--- src/rtl/eqv_mon_pkg.sv ---
// ============================================================
// eqv_mon_pkg : shared types and helpers for eqv_pair_monitor
// Revision: 1.0
// ============================================================
`default_nettype none

package eqv_mon_pkg;

  typedef enum logic [1:0] {
    IDLE   = 2'd0,
    RUN    = 2'd1,
    REPORT = 2'd2
  } state_t;

  localparam int DEF_CNT_W   = 16;
  localparam int DEF_RUN_LEN = 256;

  // Right-aligned mask of 'width' ones; callers truncate to their own width.
  function automatic logic [63:0] all_ones(input int width);
    return {64{1'b1}} >> (64 - width);
  endfunction

endpackage

`default_nettype wire

--- src/rtl/sat_counter.sv ---
// ============================================================
// sat_counter : clearable up-counter that holds at all-ones
// Revision: 1.0
// ============================================================
`default_nettype none

module sat_counter
  import eqv_mon_pkg::*;
#(
  parameter int WIDTH = DEF_CNT_W
) (
  input  logic             clk,
  input  logic             rst,
  input  logic             clr,
  input  logic             inc,
  output logic [WIDTH-1:0] cnt
);

  localparam logic [WIDTH-1:0] c_max = WIDTH'(all_ones(WIDTH));
  localparam logic [WIDTH-1:0] c_one = WIDTH'(1);

  always_ff @(posedge clk) begin
    if (!rst) begin
      cnt <= '0;
    end else if (clr) begin
      cnt <= '0;
    end else if (inc && (cnt != c_max)) begin
      cnt <= cnt + c_one;
    end
  end

endmodule

`default_nettype wire

--- src/rtl/eqv_pair_monitor.sv ---
// ============================================================
// eqv_pair_monitor : windowed o1/o2 mismatch checker with result record
// Revision: 1.0
// ============================================================
`default_nettype none

module eqv_pair_monitor
  import eqv_mon_pkg::*;
#(
  parameter int CNT_W   = DEF_CNT_W,
  parameter int RUN_LEN = DEF_RUN_LEN
) (
  input  logic             clk,
  input  logic             rst,
  input  logic             start,
  input  logic             o1,
  input  logic             o2,
  output logic             busy,
  output logic             rpt_valid,
  input  logic             rpt_ready,
  output logic             rpt_pass,
  output logic [CNT_W-1:0] rpt_fail_cnt,
  output logic [CNT_W-1:0] rpt_first_fail
);

  localparam logic [CNT_W-1:0] c_ones = CNT_W'(all_ones(CNT_W));
  localparam logic [CNT_W-1:0] c_last = CNT_W'(RUN_LEN - 1);
  localparam logic [CNT_W-1:0] c_one  = CNT_W'(1);

  state_t           r_state;
  state_t           w_next;
  logic [CNT_W-1:0] r_idx;
  logic [CNT_W-1:0] r_first;
  logic             r_seen;
  logic             r_pass;
  logic             w_mis;
  logic             w_run_entry;
  logic             w_inc;
  logic             w_last;
  logic [CNT_W-1:0] w_cnt;

  assign w_mis       = o1 ^ o2;
  assign w_run_entry = (r_state == IDLE) && start;
  assign w_inc       = (r_state == RUN) && w_mis;
  assign w_last      = (r_idx == c_last);

  always_ff @(posedge clk) begin
    if (!rst) begin
      r_state <= IDLE;
    end else begin
      r_state <= w_next;
    end
  end

  always_comb begin
    w_next = r_state;
    case (r_state)
      IDLE:    if (start)     w_next = RUN;
      RUN:     if (w_last)    w_next = REPORT;
      REPORT:  if (rpt_ready) w_next = IDLE;
      default:                w_next = IDLE;
    endcase
  end

  // Pass is resolved on the last sample so the report fields are all registers.
  always_ff @(posedge clk) begin
    if (!rst) begin
      r_idx   <= '0;
      r_first <= c_ones;
      r_seen  <= 1'b0;
      r_pass  <= 1'b0;
    end else if (w_run_entry) begin
      r_idx   <= '0;
      r_first <= c_ones;
      r_seen  <= 1'b0;
      r_pass  <= 1'b0;
    end else if (r_state == RUN) begin
      if (w_mis && !r_seen) begin
        r_first <= r_idx;
        r_seen  <= 1'b1;
      end
      if (w_last) begin
        r_pass <= !(r_seen || w_mis);
      end else begin
        r_idx <= r_idx + c_one;
      end
    end
  end

  sat_counter #(
    .WIDTH (CNT_W)
  ) u_fail_cnt (
    .clk (clk),
    .rst (rst),
    .clr (w_run_entry),
    .inc (w_inc),
    .cnt (w_cnt)
  );

  assign busy           = (r_state != IDLE);
  assign rpt_valid      = (r_state == REPORT);
  assign rpt_pass       = r_pass;
  assign rpt_fail_cnt   = w_cnt;
  assign rpt_first_fail = r_first;

endmodule

`default_nettype wire
--- config.mk ---
export PLATFORM = sky130hd
export DESIGN_NAME = eqv_pair_monitor
export DESIGN_NICKNAME = d
export VERILOG_FILES = /design/src/rtl/eqv_mon_pkg.sv /design/src/rtl/sat_counter.sv /design/src/rtl/eqv_pair_monitor.sv
export SDC_FILE = /design/constraint.sdc
export NUM_CORES = 1
export LEC_CHECK = 0
export CORE_ASPECT_RATIO = 1.1
export CORE_MARGIN = 1.5
export CORE_UTILIZATION = 35
export DETAILED_ROUTE_END_ITERATION = 10
export PLACE_DENSITY_LB_ADDON = 0.2
export RECOVER_POWER = 25
export SLEW_MARGIN = 25
export SYNTH_ARGS = -nofsm -noshare
export SYNTH_HDL_FRONTEND = slang
export SYNTH_SLANG_ARGS = --single-unit
--- constraint.sdc ---
create_clock -name clk -period 2 [get_ports clk]
set_clock_uncertainty 0.1 [all_clocks]
set_input_delay 0.3 -clock clk [delete_from_list [all_inputs] [get_ports clk]]
set_output_delay 0.3 -clock clk [all_outputs]
set_load 0.005 [all_outputs]
==> summary.md <==
| Metric | Value |
|---|---|
| Status | `finished clean` |
| Initial antenna violation count | `0` |
| CTS buffer count | `5` |
| Critical path peak fanout | `6` |
| Pwr dens | `around 590 mW/mm^2` |
| Final Cycle Share | `approximately 94%` |
| Drt via density | `between 5 and 6` |
| Residual DRC count | `0` |
| Pleak | `~1.2 nW` |
| Vias in the first global route | `about 2200` |
| Post-layout minimum cycle time | `about 1900 ps` |
| Final hold violation count | `0` |
| Total Power | `between 0.0015 and 0.002 W` |
| Clock-pin transition on the worst setup and hold timing paths | `90 ps` |
| Port bufs | `40` |
| RSZ-0062 raised after global routing | `no` |
| I/O pin cnt | `slightly above 40` |
| Initial DRC Count | `84` |
| Synth cell types | `33` |
| DP Wirelength | `around 4.5 mm` |
| Routed wire per std cell | `about 14 um` |
| ANT cells | `0` |
| Largest net degree at the start of global routing | `19` |
| Register bit total from synthesis | `between 50 and 60` |
| Fmax | `530.2 MHz` |
| Number of enable flip-flop cells after synthesis | `0` |
| CP top delay family | `simple AND/OR/NAND/NOR gates` |
| RD Place Congestion | `a little under 0.9` |
| Most frequent cells in the layout | `dfxtp_1, nand2_1, buf_4` |
| Post-synthesis to final-layout area growth | `37.39%` |
| Hold WC Path Type | `flip-flop to flip-flop` |
| Max Cap Viol | `0` |
| Met2 routed WL | `~2.9 mm` |
| Endpoints failing setup | `0` |
| Total Wirelength | `6.152 mm` |
| Final core utilization | `about half` |
| Chip Width | `81.50 um` |
| Slew Limit Headroom | `between 50% and 60%` |
| Via count | `roughly 2400` |
| Synth top area cells | `dfxtp_1, nand2_1, nand3_1` |
| Netlist Area Pre-Place | `between 0.002 and 0.0025 mm^2` |
| Syn Nets | `300` |
| Metal3 WL | `306 um` |
| # fillers | `between 600 and 700` |
| DR pass1 iterations | `4` |
| CP Buf/Inv Count | `0` |
| Inst Count DP | `439` |
| Clock sink total | `52` |
| CTS tree | `built` |
| Synth top area share | `between 40% and 50%` |
| Fin cells | `roughly 450` |
| Maximum VDD drop | `~0.00037 V` |
| Critical path startpoint category | `flip-flop` |
| CTS Root Cell | `clkbuf_8` |
| Sequential-to-total area share from yosys stat | `a little over two fifths` |
| All-Layer GR Usage | `between 10% and 20%` |
| CP Cell Sequence | `ha_2, nand4_1, or4_4, or4_1, a21oi_1` |
| CP max stage delay | `between 400 and 500 ps` |
| DIE AREA | `0.007281 mm^2` |
| Number of warnings issued by yosys | `0` |
| First-pass GRT wire length | `10.06 mm` |
| Top Layer Used | `met4` |
| Setup TNS Final | `0 ps` |
| ANT nets after route | `0` |
| WP data required | `around 2100 ps` |
| Core box area | `approximately 0.0066 mm^2` |
| Met1 WL | `approximately 2.9 mm` |
| H-tree depth | `2` |
| FP Rows | `31` |
| Layout cells sized above 1 | `15.62%` |
| DIE HEIGHT | `roughly 90 um` |
| Final max-slew violation count | `0` |
| Post-Syn Instances | `approximately 300` |
| FFs w/ async S/R, synth | `0%` |
| Nets | `about 370` |
| Synth Area per Inst | `8.124 um^2` |
| Slowest cell on crit path | `or4_4` |
| Initial Util | `around 36%` |
| Total gr overflow | `0` |
| Tightest Pin Transition | `roughly 620 ps` |
| Critical path class | `flip-flop to flip-flop` |
| Primary FF master, synth | `dfxtp_1` |
| Post-CTS Setup Inserts | `0` |
| Commonest non-fill, non-tap cell in the layout | `dfxtp_1` |
| CP arrival | `between 2000 and 2500 ps` |
| CTS Buffer Depth | `2` |
| Crit end category | `flip-flop` |
| Clk_lat worst skew | `a little over 300 ps` |
| Synth area leader | `dfxtp_1` |
==> Yosys cell counts, drive strengths merged (3+ instances only) <==
master and number:
dfxtp 52, nand2 48, nand3 28, a21oi 27, or4 16, o21ai 14, or3 13, o31ai 12
nand4 11, buf 8, nor4 8, nor2 7, clkbuf 6, inv 4, nor3 4, o211ai 4
and4 3, mux2i 3, nand2b 3, nand4b 3, xnor2 3
==> cells by family (layout without fill, tap and decap cells) <==
group | count (synthesis) | count (layout) | share of synthesized area [%]
buf+inv | 18 | 91 | 3.164
mux | 3 | 3 | 1.266
xor+xnor | 4 | 4 | 1.477
simple gates | 153 | 153 | 34.44
flops | 52 | 52 | 43.88
compound gates | 60 | 60 | 14.72
fa+ha+maj | 2 | 2 | 1.055
==> flip-flops by register name (all words and copies together) (netlist names) <==
name / cells
r_idx: 16
rpt_first_fail: 16
u_fail_cnt.cnt: 16
r_state: 2
r_seen: 1
rpt_pass: 1
==> worst min-delay path, stage by stage, from the launching register on <==
cell	delay, ps
dfxtp_1	330
nand2_1	50
nand3_1	70
==> path summary, 6_finish.rpt <==
path	startpoint	end	slack (ps)	depth (start not counted)
worst min register to register	rpt_first_fail[5]$_SDFFE_PP1P_	rpt_first_fail[5]$_SDFFE_PP1P_	370	2
worst min-delay path	rpt_first_fail[5]$_SDFFE_PP1P_	rpt_first_fail[5]$_SDFFE_PP1P_	370	2
worst max register to register	u_fail_cnt.cnt[0]$_SDFFE_PP0P_	u_fail_cnt.cnt[10]$_SDFFE_PP0P_	110	5
worst max-delay path	u_fail_cnt.cnt[0]$_SDFFE_PP0P_	u_fail_cnt.cnt[10]$_SDFFE_PP0P_	110	5
==> area by class of cell <==
type,instances,area [um^2],area share (%)
clock inverter,2,13.76,0.4223
clock buffer,6,82.58,2.534
timing repair buffer,79,716.9,22.00
inverter,4,15.01,0.4607
multi-input combinational,222,1284,39.39
tap,82,102.6,3.148
sequential,52,1045,32.05
==> routing by layer <==
layer  vias up  GRT usage, %
met5         -             0
met4         0         6.740
met3        10         3.673
met2        55         30.20
met1      1133         22.13
li1       1230             -
==> timing repair <==
| item | in CTS | in global routing |
|---|---|---|
| pin swaps | 0 | 2 |
| hold buffers | 0 | 0 |
| endpoints found under the setup margin | 3 | 8 |
| gates resized for setup | 2 | 6 |
==> where the power goes <==
group | leakage (nW) | internal, W | switching (W)
registers | 0.422 | 0.00106 | 0.0000134
clock network | 0.0516 | 0.000284 | 0.000362
logic | 0.685 | 0.0000994 | 0.000102
==> per-stage QoR <==
stage	setup WS [ps]	hold WS (ps)	cell area, um^2
finish	113.9	370.1	3259
global route	6.242	390.4	3259
CTS	39.27	378.6	3242
global placement	-299.8	353.2	3138
floorplan	23.46	363.9	2377
detailed placement	-344.3	352.1	3138
No activity file was read; power rests on OpenSTA's default activity.
